$ cat config.mk
export PLATFORM = sky130hd
export DESIGN_NAME = booth_r4_mac_acc
export DESIGN_NICKNAME = d
export VERILOG_FILES = /design/src/rtl/booth_pkg.sv /design/src/rtl/booth_r4_digit.sv /design/src/rtl/booth_r4_mac_acc.sv
export SDC_FILE = /design/constraint.sdc
export NUM_CORES = 1
export LEC_CHECK = 0
export ABC_AREA = 1
export BUFFER_PORTS_ARGS = -buffer_cell sky130_fd_sc_hd__buf_2
export CAP_MARGIN = 15
export CORE_UTILIZATION = 50
export DETAILED_ROUTE_END_ITERATION = 10
export GPL_TIMING_DRIVEN = 0
export PLACE_DENSITY = 0.76
export SYNTH_ARGS = -nofsm -noshare
export SYNTH_HDL_FRONTEND = slang
export SYNTH_HIERARCHICAL = 1
export SYNTH_SLANG_ARGS = --single-unit
$ cat constraint.sdc
create_clock -name clk -period 11.05 [get_ports clk]
set_input_delay 2.7625 -clock clk [delete_from_list [all_inputs] [get_ports clk]]
set_output_delay 2.7625 -clock clk [all_outputs]
set_load 0.01 [all_outputs]
$ cat src/rtl/booth_pkg.sv
// booth_pkg: shared FSM states, Booth digit codes and sizing helper
`timescale 1ns/1ps
package booth_pkg;
    typedef enum logic [1:0] {IDLE, RUN, FIN} state_t;
    // digit code layout is {neg, two, one}
    typedef logic [2:0] digit_t;
    localparam digit_t ZERO = 3'b000;
    localparam digit_t P1   = 3'b001;
    localparam digit_t P2   = 3'b010;
    localparam digit_t M1   = 3'b101;
    localparam digit_t M2   = 3'b110;
    function automatic int booth_ndig(input int w);
        return w / 2 + 1;
    endfunction
endpackage

$ cat src/rtl/booth_r4_digit.sv
// booth_r4_digit: decodes a 3-bit multiplier window into a radix-4 Booth digit
`timescale 1ns/1ps
module booth_r4_digit
    import booth_pkg::*;
(
    input  logic [2:0] win,
    output logic       neg,
    output logic       one,
    output logic       two
);
    digit_t code;
    // window {b[2i+1], b[2i], b[2i-1]} -> digit in {-2..+2}; 111 is zero, not negative zero
    always_comb begin
        case (win)
            3'b001, 3'b010: code = P1;
            3'b011:         code = P2;
            3'b100:         code = M2;
            3'b101, 3'b110: code = M1;
            default:        code = ZERO;
        endcase
    end
    assign {neg, two, one} = code;
endmodule

$ cat src/rtl/booth_r4_mac_acc.sv
// booth_r4_mac_acc: iterative radix-4 Booth multiply-accumulate, one digit per cycle
`timescale 1ns/1ps
module booth_r4_mac_acc
    import booth_pkg::*;
#(
    parameter  int WIDTH = 32,
    parameter  int GUARD = 8,
    localparam int ACC_W = 2 * WIDTH + GUARD,
    localparam int NDIG  = booth_ndig(WIDTH)
) (
    input  logic             clk,
    input  logic             rst,
    input  logic             start,
    input  logic             signed_mode,
    input  logic             acc_clr,
    input  logic [WIDTH-1:0] a,
    input  logic [WIDTH-1:0] b,
    output logic             busy,
    output logic             done,
    output logic [ACC_W-1:0] acc_out,
    output logic             ovf
);
    localparam int MW = WIDTH + 3;
    localparam int CW = $clog2(NDIG + 1);
    state_t           state, state_nx;
    logic [CW-1:0]    cnt;
    logic [ACC_W-1:0] mcand, prod, sel, pp_nx, base;
    logic [MW-1:0]    mplr;
    logic             sgn_q, clr_q, neg, one, two, add_ovf;
    logic [ACC_W:0]   sum;
    booth_r4_digit u_dig (
        .win (mplr[2:0]),
        .neg (neg),
        .one (one),
        .two (two)
    );
    // state register
    always_ff @(posedge clk or posedge rst) begin
        if (rst) state <= IDLE;
        else     state <= state_nx;
    end
    // next-state: NDIG digit cycles in RUN, then a single FIN cycle
    always_comb begin
        state_nx = state;
        case (state)
            IDLE:    state_nx = start ? RUN : IDLE;
            RUN:     state_nx = (cnt == CW'(NDIG - 1)) ? FIN : RUN;
            default: state_nx = IDLE;
        endcase
    end
    // outputs decoded from state
    always_comb begin
        busy = (state == RUN);
    end
    // partial product step and accumulation add with overflow detection
    always_comb begin
        sel     = two ? {mcand[ACC_W-2:0], 1'b0} : (one ? mcand : '0);
        pp_nx   = prod + (sel ^ {ACC_W{neg}}) + {{(ACC_W-1){1'b0}}, neg};
        base    = clr_q ? '0 : acc_out;
        sum     = {1'b0, base} + {1'b0, prod};
        add_ovf = sgn_q ? (base[ACC_W-1] == prod[ACC_W-1]) && (sum[ACC_W-1] != base[ACC_W-1])
                        : sum[ACC_W];
    end
    // datapath registers: capture in IDLE, iterate in RUN, retire in FIN
    always_ff @(posedge clk or posedge rst) begin
        if (rst) begin
            cnt     <= '0;
            mcand   <= '0;
            mplr    <= '0;
            prod    <= '0;
            sgn_q   <= 1'b0;
            clr_q   <= 1'b0;
            acc_out <= '0;
            ovf     <= 1'b0;
            done    <= 1'b0;
        end else begin
            done <= (state == FIN);
            if (state == IDLE && start) begin
                mcand <= {{(ACC_W-WIDTH){signed_mode & a[WIDTH-1]}}, a};
                mplr  <= {{2{signed_mode & b[WIDTH-1]}}, b, 1'b0};
                sgn_q <= signed_mode;
                clr_q <= acc_clr;
                cnt   <= '0;
                prod  <= '0;
            end else if (state == RUN) begin
                prod  <= pp_nx;
                mcand <= {mcand[ACC_W-3:0], 2'b00};
                mplr  <= {2'b00, mplr[MW-1:2]};
                cnt   <= cnt + CW'(1);
            end else if (state == FIN) begin
                acc_out <= sum[ACC_W-1:0];
                ovf     <= clr_q ? add_ovf : (ovf | add_ovf);
            end
        end
    end
endmodule

==> flow_summary_export.csv <==
group,metric,value,unit
critical_path,critPathLaunchType,"flip-flop",
clock_tree,cts_hold_buffers,0,
synthesis,synth_top_family_by_area,"simple AND/OR/NAND/NOR gates",
clock_tree,clk_pin_slew,0.06,ns
timing,finalClockSkew,0.02883,ns
layout,layout_commonest_cell,"nand2_1",
clock_tree,clock_path_buffers,3,
die,io_pins,144,
synthesis,synth.net_count,3869,
grt,grt_max_degree,108,
synthesis,synth_area,0.02344,mm²
layout,nFillCells,4706,
placement,hpwlAfterDp,81.43,mm
drt,vias_per_cell,5.742,
layout,post-route-cell-area,0.02604,mm²
drt,wire_per_inst,21.85,µm
timing,hold_viol,0,
clock_tree,cts_sinks,261,
grt,grt_pass1_vias,24180,
layout,insertedDiodeCount,0,
placement,dp.cells,4399,
grt,grt_util_all_layers,40.36,%
synthesis,synth_cell_types,51,
drt,antenna_left,0,
timing,worstMarginPinSlew,1.084,ns
synthesis,synth_warnings,6,
timing,final.setup.tns,0,ns
die,die_h,218.5,µm
clock_tree,cts_resized,0,
timing,report.final.setup_viol,0,
layout,multi_input_area,0.01433,mm²
synthesis,synth-adder-area-share,7.857,%
layout,fin_cells,4455,
die,start_util,51.22,%
critical_path,cp_data_required_time,8.29,ns
synthesis,synth_compound_area_share,21.55,%
die,dieWidth,218.5,µm
timing,max_slew_margin,27.74,%
timing,fin_crit,5.273,ns
die,core_area,0.04577,mm²
placement,placed_area,0.02497,mm²
synthesis,synth-simple-area-share,28.05,%
grt,gr-total-overflow,0,
synthesis,synth-edff-count,0,
drt,drc,0,
die,fp-row-count,78,
critical_path,critPathMaxFanout,10,
drt,drt_iter0_markers,2241,
critical_path,endpoint_kind,"output pin",
grt,grt_pass1_wl,142.2,mm
synthesis,synth_cells,3654,
synthesis,yosysSeqAreaShare,27.86,%
synthesis,synth.area.mux_share,0,%
timing,slew_violations,0,
timing,max_freq,189.6,MHz
drt,vias,25580,
grt,grt_antenna_before_repair,1,
clock_tree,htreeDepth,1,
synthesis,synthFlopType,"dfrtp_1",
synthesis,async_flop_share,100.0,%
clock_tree,tritoncts,"done",
timing,rsz0062_at_grt,"no",
synthesis,synth-seq-cells,261,
clock_tree,cts_setup_buffers,0,
layout,design.final.nets,4047,
run,max_cap_viol_count,0,
clock_tree,cts_made_buffers,31,
min_path,hold_path_class,"reg -> reg",
die,dieArea,0.04776,mm²
layout,area_growth,11.09,%
drt,routed_wl,97.35,mm
synthesis,synth_xor_area_share,3.661,%
placement,place.gp.congestion,1.063,
status,outcome,"finished clean",
layout,layout_common_cells,"nand2_1 (800), inv_1 (573), nor2_1 (485), o21ai_0 (297), a21oi_1 (276)",
clock_tree,clock_latency,0.63,ns
critical_path,critPathKind,"reg -> out",
timing,timing.final.crit_share,47.72,%
drt,first_pass_iters,5,
critical_path,arrival,2.51,ns
clock_tree,cts_root_buffer,"clkbuf_16",
layout,regArea,0.006531,mm²
placement,io_buffer_count,143,
layout,postLayoutCoreUtil,56.89,%
synthesis,syn-mean-instance-area,6.416,µm²
layout,drive_above_1_share,7.367,%
==> state kept, by name, summed over array words and instances, names as in the netlist <==
name / flops
sgn_q: 1
acc_out: 72
mcand: 72
cnt: 5
clr_q: 1
state: 2
mplr: 34
ovf: 1
done: 1
prod: 72
==> layout make-up <==
type | instances | area share (%)
repair buffers | 145 | 2.960
clock inverters | 21 | 0.9946
inverters | 586 | 8.475
well taps | 600 | 2.883
flip-flops and latches | 261 | 25.08
clock buffers | 35 | 3.113
multi-input cells | 2707 | 55.01
plain buffers | 100 | 1.480
==> synthesized netlist by cell type (8+ instances only) <==
master      n  share of area, %
clkbuf_1   87               1.4
a22oi_1    41               1.3
o211ai_1    8              0.26
a21o_1     10              0.32
dfrtp_1   261                28
o22ai_1    75               2.0
nand3_1   170               3.6
buf_2       8              0.17
or2_1       8              0.21
nor3_1     17              0.36
a21oi_1   276               5.9
nor2_1    485               7.8
inv_2      12              0.19
a31oi_1     8              0.21
o21bai_1   32               1.0
o221ai_1   55               2.1
inv_1     574               9.2
o21a_1      9              0.29
o21ai_0   297               6.3
nand2_2    22              0.59
ha_1      144               7.7
nand3b_1   19              0.61
o21ai_1    36              0.77
xnor2_1    15              0.56
nor2_2      9              0.24
xor2_1     83               3.1
nand4_1    32              0.85
nand2_1   800                13
==> worst max-delay path, cell delays in order (launching register included) <==
cell,delay (ns)
dfrtp_1,0.34
inv_1,0.07
nor2_1,0.24
clkbuf_1,0.54
buf_2,0.48
buf_2,0.21
==> path summary, 6_finish.rpt <==
| kind | from | to | slack, ns | cells past startpoint |
|---|---|---|---|---|
| max in group asynchronous | rst | mcand[65] | 7.47 | 4 |
| worst max-delay path | state[0] | busy | 5.78 | 5 |
| worst min register to register | mplr[29] | mplr[29] | 0.50 | 2 |
| worst min-delay path | mplr[29] | mplr[29] | 0.50 | 2 |
| worst max register to register | clr_q | acc_out[70] | 6.29 | 17 |
| min in group asynchronous | rst | acc_out[18] | 2.20 | 2 |
==> routing by layer <==
layer / part of all wire, % / vias to the layer above / GRT usage (%) / routed length (µm)
met5: 0.015 / - / 0 / 15
met4: 7.9 / 2 / 26.99 / 7683
met3: 6.6 / 267 / 4.482 / 6448
met2: 45 / 1068 / 66.32 / 43740
met1: 41 / 11860 / 49.82 / 39460
li1: - / 12380 / - / -
==> through the flow <==
step / hold WS, ns / worst slack [ns]
floorplan: 0.4624 / 1.104
global route: 0.5395 / 5.705
detailed placement: 0.4858 / 6.058
finish: 0.4967 / 5.777
CTS: 0.5000 / 5.802
global placement: 0.4832 / -2.297
==> logic make-up (layout without fill, tap and decap cells) <==
logic type | after synthesis | in the layout
DFF | 261 | 261
adders and majority gates | 146 | 146
buffers and inverters | 686 | 887
xor gates and xnor gates | 98 | 98
and+or+nand+nor | 1589 | 1589
AOI/OAI and AO/OA | 874 | 874
Power is left out: the tool's default activity adds up to more than one toggle a clock period on the data nets, which glitch-free logic cannot reach.
